File: src/rtl/wormhole_switch_allocator_if.sv
// wormhole_switch_allocator_if
// Groups the request/grant signals of the 5-port wormhole switch allocator.
//   in_val       [NPORTS]        head flit valid per input
//   in_flit_type [2*NPORTS]      {eop,bop} of each input head flit
//   route_req    [NPORTS*NPORTS] one-hot requested output per input
//   out_ready    [NPORTS]        downstream can accept a flit per output
//   in_pop       [NPORTS]        head flit of input transferred this cycle
//   out_val      [NPORTS]        output carries a valid flit this cycle
//   xbar_sel     [NPORTS*SELW]   input index per output, all ones when none
//   out_locked   [NPORTS]        output held by a packet
//   err_orphan, err_multi        sticky protocol error flags
//   wdog_err     [NPORTS]        sticky per output watchdog release flag
// modport master: request side (router datapath / bench); slave: allocator.
interface wormhole_switch_allocator_if #(
    parameter int unsigned NPORTS = 5,
    parameter int unsigned SELW   = 3
);
    logic [NPORTS-1:0]        in_val;
    logic [2*NPORTS-1:0]      in_flit_type;
    logic [NPORTS*NPORTS-1:0] route_req;
    logic [NPORTS-1:0]        out_ready;
    logic [NPORTS-1:0]        in_pop;
    logic [NPORTS-1:0]        out_val;
    logic [NPORTS*SELW-1:0]   xbar_sel;
    logic [NPORTS-1:0]        out_locked;
    logic                     err_orphan;
    logic                     err_multi;
    logic [NPORTS-1:0]        wdog_err;

    modport master (
        output in_val, in_flit_type, route_req, out_ready,
        input  in_pop, out_val, xbar_sel, out_locked, err_orphan, err_multi, wdog_err
    );

    modport slave (
        input  in_val, in_flit_type, route_req, out_ready,
        output in_pop, out_val, xbar_sel, out_locked, err_orphan, err_multi, wdog_err
    );
endinterface

File: src/rtl/wormhole_switch_allocator.sv
// wormhole_switch_allocator
// Per-output, packet-granular round-robin switch allocator for the 5-port
// mesh router (port 0 = core, 1-4 = link1-link4). A header winner holds its
// output until the tail flit transfers, so packets never interleave.
// Ports:
//   clk0   router clock, rising edge
//   reset  asynchronous active-low reset
//   bus    wormhole_switch_allocator_if.slave (requests in, grants out)
// Optional feature: define ALLOC_WATCHDOG_EN to release a lock whose owner
// stalls for WDOG_CYCLES cycles (sets the sticky wdog_err bit of that output).
module wormhole_switch_allocator #(
    parameter int unsigned NPORTS      = 5,
    parameter int unsigned SELW        = 3,
    parameter int unsigned WDOG_CYCLES = 255
) (
    input logic                          clk0,
    input logic                          reset,
    wormhole_switch_allocator_if.slave   bus
);

    typedef enum logic {ST_IDLE, ST_LOCKED} state_e;

    state_e            state_q [NPORTS];
    state_e            state_d [NPORTS];
    logic [SELW-1:0]   owner_q [NPORTS];
    logic [SELW-1:0]   owner_d [NPORTS];
    logic [SELW-1:0]   ptr_q   [NPORTS];
    logic [SELW-1:0]   ptr_d   [NPORTS];
    logic              err_orphan_q, err_orphan_d;
    logic              err_multi_q,  err_multi_d;

    logic [NPORTS-1:0] onehot;
    logic [NPORTS-1:0] elig [NPORTS];   // elig[o][i]: input i validly requests output o
    logic [NPORTS-1:0] bop, eop;
    logic [NPORTS-1:0]      in_pop, out_val, out_locked;
    logic [NPORTS*SELW-1:0] xbar_sel;

`ifdef ALLOC_WATCHDOG_EN
    localparam int unsigned WDOG_W = $clog2(WDOG_CYCLES + 1);
    logic [WDOG_W-1:0] wdog_cnt_q [NPORTS];
    logic [WDOG_W-1:0] wdog_cnt_d [NPORTS];
    logic [NPORTS-1:0] wdog_err_q, wdog_err_d;
`endif

    // Request decode: a request counts only when its route field is one-hot.
    always_comb begin
        onehot      = '0;
        bop         = '0;
        eop         = '0;
        err_multi_d = err_multi_q;
        for (int unsigned i = 0; i < NPORTS; i++) begin
            bop[i]    = bus.in_flit_type[2*i];
            eop[i]    = bus.in_flit_type[2*i+1];
            onehot[i] = (bus.route_req[i*NPORTS +: NPORTS] != '0) &&
                        ((bus.route_req[i*NPORTS +: NPORTS] &
                          (bus.route_req[i*NPORTS +: NPORTS] - NPORTS'(1))) == '0);
            if (bus.in_val[i] && !onehot[i]) err_multi_d = 1'b1;
        end
        for (int unsigned o = 0; o < NPORTS; o++) begin
            elig[o] = '0;
            for (int unsigned i = 0; i < NPORTS; i++)
                elig[o][i] = bus.in_val[i] && onehot[i] && bus.route_req[i*NPORTS + o];
        end
    end

    // Per-output FSM next state and grant outputs.
    always_comb begin
        logic            found;
        logic [SELW-1:0] win;
        logic [SELW-1:0] own;
        int unsigned     idx;

        state_d      = state_q;
        owner_d      = owner_q;
        ptr_d        = ptr_q;
        err_orphan_d = err_orphan_q;
        in_pop       = '0;
        out_val      = '0;
        xbar_sel     = '1;
`ifdef ALLOC_WATCHDOG_EN
        wdog_cnt_d   = wdog_cnt_q;
        wdog_err_d   = wdog_err_q;
`endif
        for (int unsigned o = 0; o < NPORTS; o++) begin
            found = 1'b0;
            win   = '0;
            own   = owner_q[o];
            idx   = 0;
            case (state_q[o])
                ST_IDLE: begin
                    // Rotating scan from ptr; only headers (bop=1) may win.
                    for (int unsigned k = 0; k < NPORTS; k++) begin
                        idx = 32'(ptr_q[o]) + k;
                        if (idx >= NPORTS) idx = idx - NPORTS;
                        if (!found && elig[o][idx] && bop[idx]) begin
                            found = 1'b1;
                            win   = SELW'(idx);
                        end
                    end
                    for (int unsigned i = 0; i < NPORTS; i++)
                        if (elig[o][i] && !bop[i]) err_orphan_d = 1'b1;
                    if (found) begin
                        xbar_sel[o*SELW +: SELW] = win;
                        if (bus.out_ready[o]) begin
                            in_pop[win] = 1'b1;
                            out_val[o]  = 1'b1;
                            ptr_d[o]    = (win == SELW'(NPORTS-1)) ? '0 : win + SELW'(1);
                            if (!eop[win]) begin
                                state_d[o] = ST_LOCKED;
                                owner_d[o] = win;
                            end
                        end
                    end
`ifdef ALLOC_WATCHDOG_EN
                    wdog_cnt_d[o] = '0;
`endif
                end
                ST_LOCKED: begin
                    xbar_sel[o*SELW +: SELW] = own;
                    if (elig[o][own]) begin
                        if (bop[own]) begin
                            err_orphan_d = 1'b1;
                        end else if (bus.out_ready[o]) begin
                            in_pop[own] = 1'b1;
                            out_val[o]  = 1'b1;
                            if (eop[own]) state_d[o] = ST_IDLE;
                        end
                    end
`ifdef ALLOC_WATCHDOG_EN
                    if (out_val[o]) begin
                        wdog_cnt_d[o] = '0;
                    end else if (wdog_cnt_q[o] == WDOG_W'(WDOG_CYCLES - 1)) begin
                        state_d[o]    = ST_IDLE;
                        ptr_d[o]      = (own == SELW'(NPORTS-1)) ? '0 : own + SELW'(1);
                        wdog_err_d[o] = 1'b1;
                        wdog_cnt_d[o] = '0;
                    end else begin
                        wdog_cnt_d[o] = wdog_cnt_q[o] + WDOG_W'(1);
                    end
`endif
                end
            endcase
        end
        // Combinational grants are forced idle while reset is held.
        if (!reset) begin
            in_pop   = '0;
            out_val  = '0;
            xbar_sel = '1;
        end
    end

    always_ff @(posedge clk0 or negedge reset) begin
        if (!reset) begin
            for (int unsigned o = 0; o < NPORTS; o++) begin
                state_q[o] <= ST_IDLE;
                owner_q[o] <= '0;
                ptr_q[o]   <= '0;
`ifdef ALLOC_WATCHDOG_EN
                wdog_cnt_q[o] <= '0;
`endif
            end
            err_orphan_q <= 1'b0;
            err_multi_q  <= 1'b0;
`ifdef ALLOC_WATCHDOG_EN
            wdog_err_q   <= '0;
`endif
        end else begin
            state_q      <= state_d;
            owner_q      <= owner_d;
            ptr_q        <= ptr_d;
            err_orphan_q <= err_orphan_d;
            err_multi_q  <= err_multi_d;
`ifdef ALLOC_WATCHDOG_EN
            wdog_cnt_q   <= wdog_cnt_d;
            wdog_err_q   <= wdog_err_d;
`endif
        end
    end

    always_comb begin
        out_locked = '0;
        for (int unsigned o = 0; o < NPORTS; o++)
            out_locked[o] = (state_q[o] == ST_LOCKED);
    end

    assign bus.in_pop     = in_pop;
    assign bus.out_val    = out_val;
    assign bus.xbar_sel   = xbar_sel;
    assign bus.out_locked = out_locked;
    assign bus.err_orphan = err_orphan_q;
    assign bus.err_multi  = err_multi_q;
`ifdef ALLOC_WATCHDOG_EN
    assign bus.wdog_err   = wdog_err_q;
`else
    // No watchdog: locks persist until the tail; WDOG_CYCLES has no effect.
    localparam logic [NPORTS-1:0] WDOG_NONE = (WDOG_CYCLES > 0) ? '0 : '0;
    assign bus.wdog_err   = WDOG_NONE;
`endif

endmodule

File: src/flat_wrapper.sv
// flat-port wrapper written by rule: the top's interface ports become plain ports
module wormhole_switch_allocator_flat 
#(
    parameter int unsigned NPORTS      = 5,
    parameter int unsigned SELW        = 3,
    parameter int unsigned WDOG_CYCLES = 255
)
  (clk0, reset, bus_in_val, bus_in_flit_type, bus_route_req, bus_out_ready, bus_in_pop, bus_out_val, bus_xbar_sel, bus_out_locked, bus_err_orphan, bus_err_multi, bus_wdog_err);
  wormhole_switch_allocator_if #(.NPORTS(NPORTS), .SELW(SELW)) bus_i ();
  input logic clk0;
  input logic reset;
  input wire logic [$bits(bus_i.in_val)-1:0] bus_in_val;
  input wire logic [$bits(bus_i.in_flit_type)-1:0] bus_in_flit_type;
  input wire logic [$bits(bus_i.route_req)-1:0] bus_route_req;
  input wire logic [$bits(bus_i.out_ready)-1:0] bus_out_ready;
  output wire logic [$bits(bus_i.in_pop)-1:0] bus_in_pop;
  output wire logic [$bits(bus_i.out_val)-1:0] bus_out_val;
  output wire logic [$bits(bus_i.xbar_sel)-1:0] bus_xbar_sel;
  output wire logic [$bits(bus_i.out_locked)-1:0] bus_out_locked;
  output wire logic [$bits(bus_i.err_orphan)-1:0] bus_err_orphan;
  output wire logic [$bits(bus_i.err_multi)-1:0] bus_err_multi;
  output wire logic [$bits(bus_i.wdog_err)-1:0] bus_wdog_err;
  assign bus_i.in_val = bus_in_val;
  assign bus_i.in_flit_type = bus_in_flit_type;
  assign bus_i.route_req = bus_route_req;
  assign bus_i.out_ready = bus_out_ready;
  assign bus_in_pop = bus_i.in_pop;
  assign bus_out_val = bus_i.out_val;
  assign bus_xbar_sel = bus_i.xbar_sel;
  assign bus_out_locked = bus_i.out_locked;
  assign bus_err_orphan = bus_i.err_orphan;
  assign bus_err_multi = bus_i.err_multi;
  assign bus_wdog_err = bus_i.wdog_err;
  wormhole_switch_allocator #(.NPORTS(NPORTS), .SELW(SELW), .WDOG_CYCLES(WDOG_CYCLES)) u_core (.clk0(clk0), .reset(reset), .bus(bus_i));
endmodule
File: config.mk
export PLATFORM = sky130hd
export DESIGN_NAME = wormhole_switch_allocator_flat
export DESIGN_NICKNAME = d
export VERILOG_FILES = /design/src/rtl/wormhole_switch_allocator_if.sv /design/src/rtl/wormhole_switch_allocator.sv /design/src/flat_wrapper.sv
export SDC_FILE = /design/constraint.sdc
export NUM_CORES = 1
export LEC_CHECK = 0
export BUFFER_PORTS_ARGS = -buffer_cell sky130_fd_sc_hd__buf_2
export CORE_AREA = 2 2 155 119
export CTS_CLUSTER_DIAMETER = 100
export CTS_CLUSTER_SIZE = 12
export DETAILED_ROUTE_END_ITERATION = 12
export DIE_AREA = 0 0 157 121
export GPL_ROUTABILITY_DRIVEN = 0
export GPL_TIMING_DRIVEN = 0
export PLACE_DENSITY = 0.77
export SLEW_MARGIN = 10
export SYNTH_ARGS = -nofsm -noshare
export SYNTH_HDL_FRONTEND = slang
export SYNTH_SLANG_ARGS = --single-unit
File: constraint.sdc
create_clock -name clk0 -period 4.3 [get_ports clk0]
set_clock_uncertainty 0.1 [all_clocks]
set_input_delay 0 -clock clk0 [delete_from_list [all_inputs] [get_ports clk0]]
set_output_delay 0 -clock clk0 [all_outputs]
set_load 0.02 [all_outputs]
After elaboration in Yosys (flattened, before gate mapping)
Cells that the tools add are included.
{ "totals": {"reg_bits": 37, "latchBits": 0, "ramBits": 0, "rom_bits": 0, "input_bits": 47, "output_inout_bits": 37, "word_cells": 789, "mem_count": 0} }
{ "classes": {"n_addsub": 55, "mul": 0, "div_mod_pow": 0, "n_lt_le_gt_ge": 70, "n_eq_ne": 5, "n_shift": 0, "n_mux": 448, "bitwise": 23, "reduce_logical": 171} }
{ "ops": {"columns": ["cell", "count"], "rows": [
  ["two-way mux 32 bit", 50],
  ["< comparator 32 x 4 -> 1 bit (second input constant)", 25],
  [">= comparator 32 x 3 -> 1 bit (second input constant)", 20],
  ["subtractor 32 x 3 -> 32 bit (second input constant)", 20],
  ["two-way mux 1 bit", 225],
  ["binary-select mux 1 bit (select 3 bit)", 70],
  ["two-way mux 5 bit", 27],
  ["logical AND 1 bit", 120],
  ["two-way mux 3 bit", 40],
  ["case mux 5 bit (2 select lines)", 5],
  ["adder 3 x 2 -> 4 bit (second input constant)", 10],
  ["< comparator 3 x 4 -> 1 bit (second input constant)", 10],
  ["bitwise OR 5 bit", 8],
  ["demux 1 bit (select 3 bit)", 10],
  [">= comparator 3 x 1 -> 1 bit (second input constant)", 10],
  ["zero test 1 bit", 30],
  ["case mux 1 bit (2 select lines)", 15],
  ["case mux 3 bit (2 select lines)", 5],
  ["nonzero test 5 bit", 6],
  ["bitwise AND 5 bit", 5],
  ["zero test 5 bit", 5],
  ["subtractor 5 x 1 -> 5 bit (second input constant)", 5],
  ["adder 3 x 1 -> 4 bit (second input constant)", 5],
  ["adder 3 x 3 -> 4 bit (second input constant)", 5],
  ["other kinds (8)", 41]
]} }

Depth between registers and ports, before layout
{ "depth": {"depth_word": 59, "ltp_mapped": 19, "depth_no_buf": 17} }

Least setup slack after synthesis
OpenSTA, ideal clock, no wires.
{ "synth_timing": {"kind": "flip-flop to output port", "start": "register u_core.ptr_q[3] in the netlist's numbering", "end": "output bus_in_pop[0]", "arrival_time_ps": 4210, "required_ps": 4200, "path_slack_ps": -10, "stages_incl_launch_ff": 18, "n_path_buf": 1, "cell_sequence": "dfrtp_1 -> clkbuf_1 -> inv_1 -> ha_1 -> inv_1 -> fa_1 -> a21oi_2 -> mux2i_1 -> o22ai_1 -> o31a_1 -> nand2b_1 -> or4_1 -> a31o_2 -> o41ai_2 -> inv_2 -> nor4b_1 -> a21oi_1 -> a41oi_1"} }
{ "synth_between": {"elab_chain_cells": 42, "elab_cells_between_ends": 91, "cone_classes": "add/sub: 9; order compare: 7; mux: 58; bitwise: 3; reduce/logical: 14"} }
{ "synth_lines": {"columns": ["element", "line", "text"], "rows": [
  ["start: declaration", "wormhole_switch_allocator.sv:27", "logic [SELW-1:0] ptr_q [NPORTS];"],
  ["start signal: assignment", "wormhole_switch_allocator.sv:170", "ptr_q <= ptr_d;"],
  ["parallel branches: the longest is 34 deep, another holds subtractor 32 x 3 -> 32 bit", null, null],
  ["two-way mux 5 bit *", "wormhole_switch_allocator.sv:102", "if (found) begin"],
  ["case mux 5 bit (2 select lines) *", "wormhole_switch_allocator.sv:89", "case (state_q[o])"],
  ["bitwise OR 5 bit (no source line)", null, null],
  ["two-way mux 5 bit", "wormhole_switch_allocator.sv:123", "end else if (bus.out_ready[o]) begin"],
  ["two-way mux 5 bit", "wormhole_switch_allocator.sv:121", "if (bop[own]) begin"],
  ["two-way mux 5 bit", "wormhole_switch_allocator.sv:120", "if (elig[o][own]) begin"],
  ["case mux 5 bit (2 select lines) *", "wormhole_switch_allocator.sv:89", null],
  ["two-way mux 5 bit *", "wormhole_switch_allocator.sv:145", "if (!reset) begin"],
  ["end: declaration", "flat_wrapper.sv:16", "output wire logic [$bits(bus_i.in_pop)-1:0] bus_in_pop;"]
]} }
Mark *: on every way between the ends. The select of a mux whose other input is x is not followed.

Final worst setup path
{ "layout_timing": {"start": "register u_core.ptr_q[14] in the netlist's numbering", "end": "output bus_in_pop[1]"} }
{ "layout_between": {"elab_chain_cells": 56, "elab_cells_between_ends": 114, "cone_classes": "add/sub: 9; order compare: 7; mux: 76; bitwise: 8; reduce/logical: 14"} }
{ "layout_lines": {"columns": ["element", "line"], "rows": [
  ["parallel branches: the longest is 33 deep, another holds subtractor 32 x 3 -> 32 bit", null],
  ["two-way mux 5 bit *", "wormhole_switch_allocator.sv:102"],
  ["case mux 5 bit (2 select lines) *", "wormhole_switch_allocator.sv:89"],
  ["bitwise OR 5 bit (no source line)", null],
  ["two-way mux 5 bit", "wormhole_switch_allocator.sv:123"],
  ["two-way mux 5 bit", "wormhole_switch_allocator.sv:121"],
  ["two-way mux 5 bit", "wormhole_switch_allocator.sv:120"],
  ["case mux 5 bit (2 select lines) *", "wormhole_switch_allocator.sv:89"],
  ["(+8 left out)", null],
  ["two-way mux 5 bit", "wormhole_switch_allocator.sv:120"],
  ["case mux 5 bit (2 select lines) *", "wormhole_switch_allocator.sv:89"],
  ["bitwise OR 5 bit (no source line)", null],
  ["two-way mux 5 bit", "wormhole_switch_allocator.sv:123"],
  ["two-way mux 5 bit", "wormhole_switch_allocator.sv:121"],
  ["two-way mux 5 bit", "wormhole_switch_allocator.sv:120"],
  ["case mux 5 bit (2 select lines) *", "wormhole_switch_allocator.sv:89"],
  ["two-way mux 5 bit *", "wormhole_switch_allocator.sv:145"]
]} }
Marks and branches as above.

==> impl_metrics.env <==
export IMPL_clock_path_buffers=2
export IMPL_drt_first_pass_iters=8
export IMPL_p_leak_nw=4.70
export IMPL_ctsRootBufferMaster="clkbuf_16"
export IMPL_htree_levels=2
export IMPL_power_density_nw_per_um2=869
export IMPL_startpoint_type="register"
export IMPL_crit_required_ps=4200
export IMPL_yosysWarnings=0
export IMPL_hpwlAfterDp_um=25400
export IMPL_grt_usage=0.351
export IMPL_start_util=0.544
export IMPL_vias_per_cell=6.92
export IMPL_io_pins=84
export IMPL_power_mw=10.2
export IMPL_clkSinkCount=37
export IMPL_cp_top_family="compound AO/OA/AOI/OAI gates"
export IMPL_core_area_um2=17400
export IMPL_synth_ff_type="dfrtp_1"
export IMPL_antenna_found_initial=0
export IMPL_drive_gt1_frac=0.271
export IMPL_ant_nets=0
export IMPL_final_cell_mix="nor2_1, nand2_1, buf_4"
export IMPL_async_flop_share=1.00
export IMPL_status="finished with violations"
export IMPL_die_width_um=157
export IMPL_clock_latency_ps=310
export IMPL_maxCapViolations=0
export IMPL_routed_wl_met2_um=14600
export IMPL_arrival_ps=4320
export IMPL_drt_iter0_markers=1587
export IMPL_worstMarginPinSlew_ps=994
export IMPL_gr_total_overflow=0
export IMPL_grt_pass1_wl_um=53400
export IMPL_clkTransAtPathRegs_ps=70
export IMPL_ir_worst_vdd_uv=762
export IMPL_cts_tree="built"
export IMPL_synth_edf_count=0
export IMPL_synth_top_area_cell="dfrtp_1"
export IMPL_min_path_type="in2reg"
export IMPL_grt_pass1_vias=10100
export IMPL_die_h_um=121
export IMPL_synthCells=1307
export IMPL_rsz0062_at_grt="true"
export IMPL_port_buffers=63
export IMPL_diodes=0
export IMPL_fin_ws_ps=-125
export IMPL_die_area_um2=19000
export IMPL_syn_to_final_growth_pct=23.7
export IMPL_avgSynthCellArea_um2=7.24
export IMPL_synth_area_leaders="dfrtp_1, ha_1, mux2i_1"
export IMPL_path_class="reg2out"
export IMPL_worstPathBufferInverterCount=5
export IMPL_final_cells=1697
export IMPL_rows=42
export IMPL_cp_max_fo=10
export IMPL_place_inst=1616
export IMPL_crit_path_max_incr_delay_ps=510
export IMPL_synth_seq_area_share=0.0978
export IMPL_routed_wl_met3_um=4790
export IMPL_crit_slowest_cell="or4_4"
export IMPL_critPathCaptureType="output pin"
export IMPL_drc=0
export IMPL_met1_length_um=14900
export IMPL_min_period_over_period=1.03
export IMPL_layout_commonest_cell="nor2_1"
export IMPL_yosysTopAreaCellShare=0.0978
export IMPL_failed_checks="setup timing"
export IMPL_nets=1556
export IMPL_slew_headroom=0.338
export IMPL_ys_ff_latch=37
export IMPL_multi_input_area_um2=8540
export IMPL_wl_per_cell_um=21.0
export IMPL_highest_layer="met4"
export IMPL_path_cells="buf_6 > inv_1 > ha_2 > a21oi_4 > xnor2_2 > mux2i_1 > o22ai_1 > nand4b_1 > or4_4 > o32a_1 > buf_6 > buf_12 > a211o_1 > o31a_1 > buf_6"
export IMPL_seq_area_um2=942
export IMPL_numCtsBuffers=5
export IMPL_finalSetupViolCount=5
export IMPL_final_hold_violation_count=0
export IMPL_vias=11700
export IMPL_syn_cell_area_um2=9460
export IMPL_max_freq_mhz=226
export IMPL_ys_types=103
export IMPL_routed_wirelength_um=35700
export IMPL_tns_ps=-295
export IMPL_dp_slack_ps=-576
export IMPL_min_period_ps=4420
export IMPL_grt_max_degree=39
export IMPL_fillers=1413
export IMPL_drv_slew=0
export IMPL_cp_common_cell="buf_6"
## kinds of logic after synthesis
family / count (synthesis) / share of synthesized area
other: 1 / 0.000396
XOR/XNOR: 31 / 0.0287
buffers and inverters: 162 / 0.0750
AO/OA/AOI/OAI: 396 / 0.297
multiplexers: 76 / 0.0977
adder cells (fa/ha/maj): 55 / 0.0767
flip-flops: 37 / 0.0978
AND/OR/NAND/NOR: 549 / 0.327
## stage by stage
step	hold WS, ps	util	instance area [um2]
2_1_floorplan	-396	-	9490
3_3_place_gp	92.5	0.581	10100
3_5_place_dp	95.8	0.581	10100
4_1_cts	11.0	0.634	11000
5_1_grt	27.6	0.673	11700
6_report	15.1	0.673	11700
## synth_stat cells (all sizes together), types with 13 or more instances
master  instances
a211oi         16
a21o           14
a21oi          77
a31oi          14
and2           13
and3           19
buf            37
clkbuf         43
dfrtp          37
ha             50
inv            81
mux2           15
mux2i          50
nand2         108
nand2b         20
nand3          51
nand3b         22
nand4          14
nor2          117
nor2b          33
nor3           44
nor3b          13
nor4           15
nor4b          13
o211ai         20
o21ai          84
o22ai          32
o31ai          25
xnor2          24
## worst register-to-register path, delay by kind of cell (launching register included)
family          cells  cell delay (ps)
compound gates      4              890
xor+xnor            1              170
fa+ha+maj           1              360
buf+inv             3              500
flops               1              460
mux                 4              920
simple gates        2              780
## worst paths after layout
path / from / to / slack [ps] / cells past startpoint
worst max-delay path: u_core.ptr_q[14] / bus_in_pop[1] / -120 / 15
worst min-delay path: bus_in_val[2] / u_core.bus.err_multi / 20 / 3
worst max register to register: u_core.ptr_q[14] / u_core.owner_q[12] / 20 / 15
worst min register to register: u_core.bus.err_multi / u_core.bus.err_multi / 430 / 1
max in group asynchronous: reset / u_core.ptr_q[0] / 3110 / 2
min in group asynchronous: reset / u_core.bus.err_multi / 300 / 2
## final cells by class
class,count,area share
Tap cell,242,0.0259
Inverter,82,0.0303
Multi-Input combinational cell,1112,0.729
Clock buffer,5,0.0107
Clock inverter,3,0.00395
Timing Repair Buffer,144,0.0833
Buffer,72,0.0359
Sequential cell,37,0.0804
## where the power goes
| group | internal [mW] | leakage, nW | total [mW] | switching (mW) |
|---|---|---|---|---|
| Sequential | 0.485 | 0.435 | 0.687 | 0.201 |
| Clock | 0.275 | 0.0800 | 0.457 | 0.182 |
| Combinational | 3.73 | 4.19 | 9.04 | 5.31 |
| Total | 4.49 | 4.70 | 10.2 | 5.69 |
## registers in the layout (all words and copies together) (netlist names)
signal and flops:
u_core.ptr_q 15, u_core.bus.out_locked 5, u_core.owner_q 15, u_core.bus.err_orphan 1, u_core.bus.err_multi 1
## layer usage
| metal | track usage | vias to the layer above |
|---|---|---|
| met5 | 0 | - |
| met4 | 0.126 | 0 |
| met3 | 0.0850 | 166 |
| met2 | 0.501 | 972 |
| met1 | 0.509 | 5400 |
| li1 | - | 5209 |
## timing repair
action                                  in CTS  in global routing
hold buffers                                 3                  0
resized for setup                          112                108
hold endpoints to repair                    39                  0
pin swaps                                   24                 42
endpoints found under the setup margin      48                 27
setup buffers                               39                 39
Power figures use the tool's default switching activity.
